### src/rtl/pwm_3bit_schematic_if.sv
// Control, duty and output signals of the 3-bit PWM block.
// The controller drives through the master modport; the PWM block uses the slave modport.
interface pwm_3bit_schematic_if;
    logic CE;
    logic JK;
    logic CLR_JK;
    logic INPUT_1;
    logic INPUT_2;
    logic INPUT_3;
    logic INPUT_4;
    logic OUTPUT_1;

    modport master (
        output CE, JK, CLR_JK, INPUT_1, INPUT_2, INPUT_3, INPUT_4,
        input  OUTPUT_1
    );

    modport slave (
        input  CE, JK, CLR_JK, INPUT_1, INPUT_2, INPUT_3, INPUT_4,
        output OUTPUT_1
    );
endinterface

### src/rtl/pwm_3bit_schematic.sv
// 3-bit PWM: free-running mod-8 counter driving a JK output flop, duty = D/8.
// Optional macro PWM_DUTY_SHADOW_EN latches the duty value at period boundaries.
module pwm_3bit_schematic #(
    parameter logic [2:0] INIT_DUTY = 3'd0
) (
    input logic                  Clock,
    input logic                  CLR_CNTR,
    pwm_3bit_schematic_if.slave  bus
);
    logic [2:0] cnt;
    logic [2:0] nxt;
    logic [2:0] duty;
    logic [2:0] deff;
    logic       q;
    logic       j;
    logic       k;

`ifdef PWM_DUTY_SHADOW_EN
    logic [2:0] shadow;

    always_ff @(posedge Clock or posedge CLR_CNTR) begin
        if (CLR_CNTR) begin
            shadow <= INIT_DUTY;
        end else if (bus.CE && (cnt == 3'd7)) begin
            shadow <= duty;
        end
    end
`else
    logic unused_init_duty;
    assign unused_init_duty = ^INIT_DUTY;
`endif

    always_comb begin
        duty = {bus.INPUT_3, bus.INPUT_2, bus.INPUT_1};
        nxt  = cnt + 3'd1;
`ifdef PWM_DUTY_SHADOW_EN
        // Live duty is used on the wrap edge so the new period starts with the new value.
        deff = (cnt == 3'd7) ? duty : shadow;
`else
        deff = duty;
`endif
        j = (nxt == 3'd0) && (deff != 3'd0);
        k = (nxt == deff);
    end

    always_ff @(posedge Clock or posedge CLR_CNTR) begin
        if (CLR_CNTR) begin
            cnt <= 3'd0;
            q   <= 1'b0;
        end else begin
            if (bus.CE) begin
                cnt <= nxt;
            end
            if (bus.CLR_JK) begin
                q <= 1'b0;
            end else if (bus.CE && bus.JK) begin
                if (j) begin
                    q <= 1'b1;
                end else if (k) begin
                    q <= 1'b0;
                end
            end
        end
    end

    assign bus.OUTPUT_1 = q ^ bus.INPUT_4;
endmodule

### src/flat_wrapper.sv
// flat-port wrapper written by rule: the top's interface ports become plain ports
module pwm_3bit_schematic_flat 
#(
    parameter logic [2:0] INIT_DUTY = 3'd0
)
  (Clock, CLR_CNTR, bus_CE, bus_JK, bus_CLR_JK, bus_INPUT_1, bus_INPUT_2, bus_INPUT_3, bus_INPUT_4, bus_OUTPUT_1);
  pwm_3bit_schematic_if bus_i ();
  input logic Clock;
  input logic CLR_CNTR;
  input wire logic [$bits(bus_i.CE)-1:0] bus_CE;
  input wire logic [$bits(bus_i.JK)-1:0] bus_JK;
  input wire logic [$bits(bus_i.CLR_JK)-1:0] bus_CLR_JK;
  input wire logic [$bits(bus_i.INPUT_1)-1:0] bus_INPUT_1;
  input wire logic [$bits(bus_i.INPUT_2)-1:0] bus_INPUT_2;
  input wire logic [$bits(bus_i.INPUT_3)-1:0] bus_INPUT_3;
  input wire logic [$bits(bus_i.INPUT_4)-1:0] bus_INPUT_4;
  output wire logic [$bits(bus_i.OUTPUT_1)-1:0] bus_OUTPUT_1;
  assign bus_i.CE = bus_CE;
  assign bus_i.JK = bus_JK;
  assign bus_i.CLR_JK = bus_CLR_JK;
  assign bus_i.INPUT_1 = bus_INPUT_1;
  assign bus_i.INPUT_2 = bus_INPUT_2;
  assign bus_i.INPUT_3 = bus_INPUT_3;
  assign bus_i.INPUT_4 = bus_INPUT_4;
  assign bus_OUTPUT_1 = bus_i.OUTPUT_1;
  pwm_3bit_schematic #(.INIT_DUTY(INIT_DUTY)) u_core (.Clock(Clock), .CLR_CNTR(CLR_CNTR), .bus(bus_i));
endmodule
### config.mk
export PLATFORM = sky130hd
export DESIGN_NAME = pwm_3bit_schematic_flat
export DESIGN_NICKNAME = d
export VERILOG_FILES = /design/src/rtl/pwm_3bit_schematic_if.sv /design/src/rtl/pwm_3bit_schematic.sv /design/src/flat_wrapper.sv
export SDC_FILE = /design/constraint.sdc
export NUM_CORES = 1
export LEC_CHECK = 0
export ABC_CLOCK_PERIOD_IN_PS = 1200
export CAP_MARGIN = 10
export CELL_PAD_IN_SITES_DETAIL_PLACEMENT = 1
export CELL_PAD_IN_SITES_GLOBAL_PLACEMENT = 2
export CORE_AREA = 2 2 39 41
export CTS_CLUSTER_DIAMETER = 80
export CTS_CLUSTER_SIZE = 12
export DETAILED_ROUTE_END_ITERATION = 7
export DIE_AREA = 0 0 41 43
export PLACE_DENSITY_LB_ADDON = 0.1
export SETUP_SLACK_MARGIN = 0.3
export SYNTH_ARGS = -nofsm -noshare
export SYNTH_HDL_FRONTEND = slang
export SYNTH_SLANG_ARGS = --single-unit
export TNS_END_PERCENT = 50
### constraint.sdc
create_clock -name Clock -period 1.2 [get_ports Clock]
set_input_delay 0.24 -clock Clock [delete_from_list [all_inputs] [get_ports Clock]]
set_output_delay 0.24 -clock Clock [all_outputs]
set_load 0.02 [all_outputs]
==> flow_metrics.env <==
export IMPL_synthesis_area_sq_um=250.2
export IMPL_track_usage_pct=9.183
export IMPL_ant_nets=0
export IMPL_timing_hold_ws_ns=0.1849
export IMPL_drtIter0Drc=1
export IMPL_cts_htree_levels=1
export IMPL_syn_avg_cell_area_sq_um=11.37
export IMPL_cts_setup_buffers=0
export IMPL_layout_cells_most_common_list="7 x buf_4, 5 x clkdlybuf4s50_1"
export IMPL_layout_min_cycle_time_ns=1.302
export IMPL_setup_viol=1
export IMPL_syn_nets=33
export IMPL_cp_end_kind="flip-flop"
export IMPL_place_congestion=0.5665
export IMPL_grt_max_degree=5
export IMPL_clk_pin_slew_ns=0.04
export IMPL_p_sw_mw=0.2995
export IMPL_hold_viol_final=0
export IMPL_die_area_sq_um=1763
export IMPL_dieHeight_microns=43
export IMPL_wl_microns=594
export IMPL_ff2ff_setup_slack_ns=-0.10
export IMPL_swShare_pct=32.50
export IMPL_ys_types=13
export IMPL_arrival_ns=1.42
export IMPL_violations="setup timing"
export IMPL_r2r_start="u_core.cnt[0]"
export IMPL_rr_worst_depth=4
export IMPL_initial_core_util_pct=18.08
export IMPL_clock_sinks=4
export IMPL_grt_overflow=0
export IMPL_dr_pass1_iters=2
export IMPL_ys_ff_latch=4
export IMPL_first_global_vias=245
export IMPL_rows=14
export IMPL_coreArea_sq_um=1384
export IMPL_max_cap_violations=0
export IMPL_crit_required_ns=1.32
export IMPL_viasPerCell=3.947
export IMPL_peakVddDrop_uv=726.4
export IMPL_fillerInstances=156
export IMPL_grt_pass1_wl_microns=979
export IMPL_cellPowerDensity_nw_per_um2=1985
export IMPL_synthCells=22
export IMPL_yosysSeqAreaShare_pct=40.00
export IMPL_pwr_share_clk_pct=17.7
export IMPL_cts_hold_buf=0
export IMPL_synth_warnings=0
export IMPL_wl_per_cell_microns=10.42
export IMPL_r2r_end="u_core.q"
export IMPL_antenna_found_initial=0
export IMPL_worst_setup_path_start_kind="flip-flop"
export IMPL_fin_util_pct=33.54
export IMPL_min_period_over_period_pct=108.5
export IMPL_layout_commonest_cell="buf_4"
export IMPL_hold_class="in -> async"
export IMPL_layout_drive_gt1_share_pct=41.46
export IMPL_drc=0
export IMPL_root_buffer="clkbuf_4"
export IMPL_die_w_microns=41
export IMPL_worstSetupStartpoint="u_core.cnt[0]"
export IMPL_timing_setup_tns_ns=-0.1024
export IMPL_status="complete, but fails checks"
export IMPL_clkLatencyLatePin_ns=0.23
export IMPL_rsz0062_at_grt="true"
export IMPL_area_growth_syn_to_layout_pct=85.50
export IMPL_n_antenna_cell=0
export IMPL_p_comb_share_pct=52.0
export IMPL_dr_total_vias=225
export IMPL_io_buffers=9
export IMPL_pre_cts_ws_ns=-0.5196
export IMPL_slew_headroom_pct=88.84
export IMPL_worst_path_max_fanout=4
export IMPL_internal_power_mw=0.6220
export IMPL_cts_buffer_depth=2
export IMPL_crit_type="reg -> reg"
export IMPL_finalNetCount=54
export IMPL_p_total_mw=0.9215
export IMPL_boundaryPins=10
export IMPL_p_leak_nw=0.2231
export IMPL_slew_viol_final=0
export IMPL_cts_made_buffers=3
export IMPL_worst_pin_slew_ns=0.1673
export IMPL_fin_ws_ns=-0.1024
export IMPL_seq_power_share_pct=30.3
export IMPL_finalClockSkew_ns=0.002762
export IMPL_fmax_mhz=767.8
export IMPL_cts_tree="yes"
-- flip-flops by register name, indices dropped and copies added, names as in the netlist --
register and flops:
u_core.cnt 3, u_core.q 1
-- how the worst max path moves through the flow --
stage                        end  slack [ns]  cells after the start
floorplan               u_core.q       -0.07                      4
global placement    bus_OUTPUT_1       -0.51                      3
detailed placement  bus_OUTPUT_1       -0.52                      3
CTS                     u_core.q       -0.10                      4
global route            u_core.q       -0.17                      4
finish                  u_core.q       -0.10                      4
-- cell usage after synthesis, drive strengths merged --
| cell | instances | area share [%] |
|---|---|---|
| dfrtp | 4 | 40 |
| xnor2 | 3 | 11 |
| xor2 | 3 | 11 |
| ha | 2 | 10 |
| inv | 2 | 3.0 |
| a32o | 1 | 4.0 |
| a41o | 1 | 4.0 |
| and2 | 1 | 2.5 |
| and3b | 1 | 3.5 |
| mux2 | 1 | 4.5 |
| nand2 | 1 | 1.5 |
| o2111ai | 1 | 3.5 |
| or3 | 1 | 2.5 |
-- layout make-up --
class | instances | area [sq um] | area share (%)
flip-flops and latches | 4 | 101.3 | 21.83
inverters | 2 | 7.507 | 1.617
well taps | 16 | 20.02 | 4.313
clock buffers | 3 | 22.52 | 4.852
repair buffers | 16 | 140.1 | 30.19
multi-input cells | 16 | 172.7 | 37.20
-- per-stage QoR --
step / instance area [sq um] / cells
floorplan: 272.8 / 22
global placement: 435.4 / 54
detailed placement: 435.4 / 54
CTS: 464.2 / 57
global route: 464.2 / 57
finish: 464.2 / 57
-- kinds of logic after synthesis --
logic type	share of synthesized area (%)
adder cells (fa/ha/maj)	9.998
buffers and inverters	3.001
XOR/XNOR	21.00
multiplexers	4.500
flip-flops	40.00
AO/OA/AOI/OAI	11.50
AND/OR/NAND/NOR	10.00
-- worst max-delay path, cell delays in order, from the launching register on --
cell and delay [ns]:
dfrtp_2 0.44, ha_4 0.29, xnor2_2 0.11, o2111ai_1 0.13
a32o_1 0.23
-- layer usage --
layer	vias up	GRT usage, %	share of wire (%)
met1	100	9.477	41
met3	2	3.141	5.9
met4	0	10.00	3.7
met2	7	12.81	49
met5	-	0	0
li1	116	-	-
-- power by group through the flow --
| stage | registers (mW) | logic [mW] | clock network, mW |
|---|---|---|---|
| 2_1_floorplan | 0.268 | 0.276 | 0 |
| 3_3_place_gp | 0.271 | 0.449 | 0 |
| 3_5_place_dp | 0.278 | 0.439 | 0 |
| 4_1_cts | 0.280 | 0.482 | 0.175 |
| 5_1_grt | 0.289 | 0.535 | 0.185 |
| 6_report | 0.279 | 0.479 | 0.163 |
-- repair_timing --
| item | in CTS | in global routing |
|---|---|---|
| setup endpoints to repair | 4 | 4 |
| resized for setup | 11 | 0 |
| pin swaps | 6 | 0 |
(Power assumes the default switching activity.)
